<file path="src/rtl/ucode_sequencer.sv">
// ucode_sequencer
//   Microprogram sequencer. Each cycle it forms the next micro-address from
//   the current microinstruction's jump field, a selectable branch qualifier,
//   an opcode dispatch, or a small return-address stack. The registered
//   micro-address drives the control-store address.
//
// Ports
//   clk         in   sole clock, rising edge
//   arst_n      in   asynchronous active-low reset
//   en          in   advance enable (0 = stall, everything holds)
//   ird         in   dispatch on opcode (highest priority)
//   cond        in   CW    qualifier select, 0 = unconditional
//   j           in   AW    jump field
//   op          in   2     0/3 = NEXT, 1 = CALL, 2 = RET
//   qual        in   NQ    branch qualifiers
//   opcode      in   OPW   dispatch opcode
//   next_uaddr  out  AW    combinational next micro-address
//   uaddr       out  AW    registered current micro-address
//   stk_depth   out  5     occupied stack entries
//   stk_ovf     out  1     sticky: push attempted on a full stack
//   stk_unf     out  1     sticky: pop attempted on an empty stack
module ucode_sequencer #(
    parameter int AW            = 6,
    parameter int NQ            = 5,
    parameter int CW            = 3,
    parameter int OPW           = 4,
    parameter int DISPATCH_BASE = 0,
    parameter int RESET_ADDR    = 18,
    parameter int SD            = 4
) (
    input  logic           clk,
    input  logic           arst_n,
    input  logic           en,
    input  logic           ird,
    input  logic [CW-1:0]  cond,
    input  logic [AW-1:0]  j,
    input  logic [1:0]     op,
    input  logic [NQ-1:0]  qual,
    input  logic [OPW-1:0] opcode,
    output logic [AW-1:0]  next_uaddr,
    output logic [AW-1:0]  uaddr,
    output logic [4:0]     stk_depth,
    output logic           stk_ovf,
    output logic           stk_unf
);

    localparam logic [1:0]    OP_CALL = 2'd1;
    localparam logic [1:0]    OP_RET  = 2'd2;
    localparam logic [AW-1:0] RST_UA  = AW'(RESET_ADDR);
    localparam logic [AW-1:0] DBASE   = AW'(DISPATCH_BASE);
    localparam logic [4:0]    SD_V    = 5'(SD);

    // Qualifier select 1..NQ ORs qual[cond-1] into bit cond-1 of the jump
    // field; 0 and out-of-range selects leave the jump field untouched.
    function automatic logic [AW-1:0] form_addr(
        input logic [AW-1:0] jf,
        input logic [CW-1:0] cf,
        input logic [NQ-1:0] qf
    );
        logic [AW-1:0] a;
        a = jf;
        for (int i = 0; i < NQ; i++) begin
            if (cf == CW'(i + 1)) a[i] = jf[i] | qf[i];
        end
        return a;
    endfunction

    logic [AW-1:0] stack [SD];
    logic [AW-1:0] top;
    logic [AW-1:0] ret_addr;
    logic          full;
    logic          empty;
    logic          call_req;
    logic          ret_req;
    logic          do_push;
    logic          do_pop;

    assign full     = (stk_depth == SD_V);
    assign empty    = (stk_depth == 5'd0);
    assign call_req = !ird && (op == OP_CALL);
    assign ret_req  = !ird && (op == OP_RET);
    assign do_push  = call_req && !full;
    assign do_pop   = ret_req && !empty;
    assign ret_addr = uaddr + AW'(1);

    // Top-of-stack lookup by depth compare, so SD=1 needs no index arithmetic.
    always_comb begin
        top = '0;
        for (int i = 0; i < SD; i++) begin
            if (stk_depth == 5'(i + 1)) top = stack[i];
        end
    end

    always_comb begin
        next_uaddr = form_addr(j, cond, qual);
        if (ird) begin
            next_uaddr = DBASE + AW'(opcode);
        end else if (op == OP_RET) begin
            next_uaddr = empty ? RST_UA : top;
        end
    end

    always_ff @(posedge clk or negedge arst_n) begin
        if (!arst_n) begin
            uaddr     <= RST_UA;
            stk_depth <= 5'd0;
            stk_ovf   <= 1'b0;
            stk_unf   <= 1'b0;
        end else if (en) begin
            uaddr <= next_uaddr;
            if (do_push) begin
                stk_depth <= stk_depth + 5'd1;
            end else if (do_pop) begin
                stk_depth <= stk_depth - 5'd1;
            end
            if (call_req && full) stk_ovf <= 1'b1;
            if (ret_req && empty) stk_unf <= 1'b1;
        end
    end

    // Stack storage carries no reset; entries at or above stk_depth are dead.
    always_ff @(posedge clk) begin
        if (en && do_push) begin
            for (int i = 0; i < SD; i++) begin
                if (stk_depth == 5'(i)) stack[i] <= ret_addr;
            end
        end
    end

endmodule
</file>
<file path="config.mk">
export PLATFORM = sky130hd
export DESIGN_NAME = ucode_sequencer
export DESIGN_NICKNAME = d
export VERILOG_FILES = /design/src/rtl/ucode_sequencer.sv
export SDC_FILE = /design/constraint.sdc
export NUM_CORES = 1
export LEC_CHECK = 0
export CORE_ASPECT_RATIO = 0.75
export CORE_MARGIN = 8
export CORE_UTILIZATION = 48
export CTS_BUF_LIST = sky130_fd_sc_hd__clkbuf_8
export DETAILED_ROUTE_END_ITERATION = 10
export GPL_ROUTABILITY_DRIVEN = 1
export PLACE_DENSITY = 0.78
export SYNTH_ARGS = -nofsm -noshare
export SYNTH_HDL_FRONTEND = slang
export SYNTH_SLANG_ARGS = --single-unit
</file>
<file path="constraint.sdc">
create_clock -name clk -period 2.45 [get_ports clk]
set_clock_uncertainty 0.2 [all_clocks]
set_input_delay 0.6125 -clock clk [delete_from_list [all_inputs] [get_ports clk]]
set_output_delay 0.6125 -clock clk [all_outputs]
set_load 0.01 [all_outputs]
</file>
==> results.yml <==
outcome:
  status: "complete, but fails checks"
  violations: "negative setup slack"
yosys:
  avgSynthCellArea_um2: 11.2
  syn_area_um2: 2110
  synthArstFlopShare_pct: 35.1
  synth_largest_area_cell: "edfxtp_1"
  yosysMostFrequentCell: "edfxtp_1"
  synth_edf_count: 24
  yosysUniqueCellTypes: 52
  yosysWarnings: 0
  synthFlopType: "edfxtp_1"
  synthTopCellsByArea: "edfxtp_1 (34%), dfrtp_1 (13%), ha_1 (3.6%)"
  synthCells: 189
  synth_nets: 219
  netlist.area_leader.share_pct: 34.2
  seq_area_frac_synth_pct: 49.7
  synth-seq-cells: 37
  synthTopCellsByCount: "edfxtp_1 (24), a21oi_1 (13), nor2_1 (13)"
power_and_ir_drop:
  p_leak_nw: 1.32
  power_mw: 2.90
  pwr-share-comb_pct: 55.7
  power_frac_seq_pct: 29.5
  vdd_drop_max_v: 0.000680
  switchingPower_mw: 1.11
  pwr-share-clk_pct: 14.8
  p_int_mw: 1.79
  swShare_pct: 38.2
  power_density_nw_per_um2: 873
grt:
  overflow: 0
  groute.usage.overall_pct: 18.9
  grt_pass1_wl_um: 10100
  antenna_found_initial: 0
  first_global_vias: 2018
  grt_max_degree: 14
timing:
  slew_violations: 0
  timing.final.crit_share_pct: 120
  setup_slack_ns: -0.500
  rsz0062_at_grt: "true"
  hold_slack_ns: 0.293
  setup_viol: 6
  hold_viol_final: 0
  worst_slew_pin_slew_ns: 0.649
  fmax_ghz: 0.339
  finalCriticalPeriod_ns: 2.95
  slew_headroom_pct: 56.6
clocking:
  numCtsBuffers: 5
  ctsRootBufferMaster: "clkbuf_8"
  insertion_delay_ns: 0.30
  cts_tree: "built"
  cts.sinks: 37
  htreeDepth: 2
  ctsLongestPathBuffers: 2
  path_clk_slew_ns: 0.08
  hold_buffers: 0
min_path:
  whs_endpoint: "stk_unf$_DFFE_PN0P_"
  hold_start: "stk_unf$_DFFE_PN0P_"
  min_path_type: "reg2reg"
  worstHoldPathCells: 1
floorplanning:
  ioPinCount: 43
  die_area_um2: 6790
  die_h_um: 73.4
  initial_utilization_pct: 48.7
  fp-row-count: 21
  die_x_um: 92.6
  core_region_area_um2: 4340
detailed_routing:
  drc: 0
  avgViaCountPerCell: 5.75
  ant_nets: 0
  dr.pass1.iters: 4
  drt_iter0_markers: 142
  wirelength_um: 6480
  dr_total_vias: 2002
  wire_per_inst_um: 18.6
setup_path:
  required_ns: 1.64
  reg2reg_slack_ns: 0.11
  r2r_start: "stk_depth[1]$_DFFE_PN0P_"
  crit_type: "reg2out"
  ff2ff_path_depth: 9
  crit_path_end_kind: "output port"
  critPathLaunchType: "flip-flop"
  arrival_ns: 2.14
  reg2reg_to: "stack[2][1]$_DFFE_PP_"
  worstPathMaxFanout: 4
place:
  dpl.hpwl_um: 4750
  io_buffers: 42
  gp_congestion: 0.929
layout:
  nNetsFinal: 320
  areaGrowthSynthToFinish_pct: 57.3
  insertedDiodeCount: 0
  drive_gt1_share_pct: 42.6
  nFillCells: 295
job:
  max-cap-violations: 0
-- metal layers --
layer | share of wire, % | global-route usage [%] | wire [um] | vias up
met2 | 46 | 29.4 | 3000 | 62
met5 | 0 | 0 | 0 | -
met3 | 5.3 | 5.00 | 346 | 18
li1 | - | - | - | 927
met4 | 2.2 | 7.83 | 145 | 0
met1 | 46 | 24.4 | 2990 | 995
-- state kept, by name, summed over array words and instances, names as in the netlist --
register   flops
uaddr          6
stk_depth      5
stk_unf        1
stack         24
stk_ovf        1
-- worst max path at each step --
| stage | start | slack, ns | cells past startpoint | end |
|---|---|---|---|---|
| floorplan | stk_depth[1]$_DFFE_PN0P_ | -0.08 | 6 | next_uaddr[5] |
| finish | stk_depth[1]$_DFFE_PN0P_ | -0.50 | 7 | next_uaddr[5] |
| global route | stk_depth[1]$_DFFE_PN0P_ | -0.54 | 7 | next_uaddr[5] |
| detailed placement | cond[2] | -1.06 | 6 | next_uaddr[0] |
| global placement | cond[2] | -1.02 | 6 | next_uaddr[0] |
| CTS | stk_depth[1]$_DFFE_PN0P_ | -0.54 | 7 | next_uaddr[5] |
-- cell families after synthesis --
group	share of synthesized area, %
buf+inv	4.09
xor+xnor	3.74
mux	0.475
fa+ha+maj	3.56
compound gates	17.2
flops	49.7
simple gates	21.2
-- cells in the final DEF, fill, tap and decap left out, types with 3 or more instances in the layout --
cell type and count:
nor3b_1 4, buf_2 6, clkdlybuf4s50_1 28, buf_4 57, a21oi_1 7, nor2b_1 5, a21o_1 4, nand2b_1 5
o41ai_1 3, nand2_2 4, dfrtp_1 9, nand3_1 3, ha_1 3, o21ai_0 3, inv_1 8, ha_4 3
xnor2_1 7, dlygate4sd2_1 7, a21oi_2 4, o221ai_1 3, edfxtp_1 24, nor2_1 12, clkbuf_8 5, nor3_2 5
nand2_1 8, a31oi_1 3
-- worst max-delay path, cell delays in order (launching register included) --
cell and delay, ns:
dfrtp_2 0.41, inv_2 0.08, ha_4 0.13, or4b_4 0.52
o32ai_4 0.27, a221oi_2 0.11, nor3_2 0.17, buf_2 0.16
-- through the flow --
stage	area [um2]	setup TNS (ns)	utilization, %	cells	setup slack [ns]
2_1_floorplan	2170	-0.188	-	189	-0.0802
3_3_place_gp	3020	-5.25	69.6	334	-1.02
3_5_place_dp	3020	-5.44	69.6	334	-1.06
4_1_cts	3270	-2.61	75.5	347	-0.536
5_1_grt	3320	-3.02	76.5	348	-0.542
6_report	3320	-2.58	76.5	348	-0.500
-- cell type report --
type / count / area, um2 / share of cell area [%]
multi-input cells: 135 / 1230 / 37.1
inverters: 10 / 37.5 / 1.13
flip-flops and latches: 37 / 1050 / 31.7
clock buffers: 5 / 68.8 / 2.07
well taps: 57 / 71.3 / 2.15
clock inverters: 3 / 18.8 / 0.566
repair buffers: 101 / 841 / 25.3
-- power by group through the flow --
stage	Combinational, mW	Clock (mW)	Sequential (mW)
3_3_place_gp	1.32	0	0.857
2_1_floorplan	0.673	0	0.898
3_5_place_dp	1.35	0	0.862
5_1_grt	1.73	0.455	0.865
4_1_cts	1.52	0.432	0.851
6_report	1.61	0.429	0.853
-- timing repair --
item,in CTS,in global routing
endpoints found under the setup margin,6,30
buffers inserted,5,1
pin swaps,19,6
gates resized for setup,66,7
No activity file was read; power rests on OpenSTA's default activity.
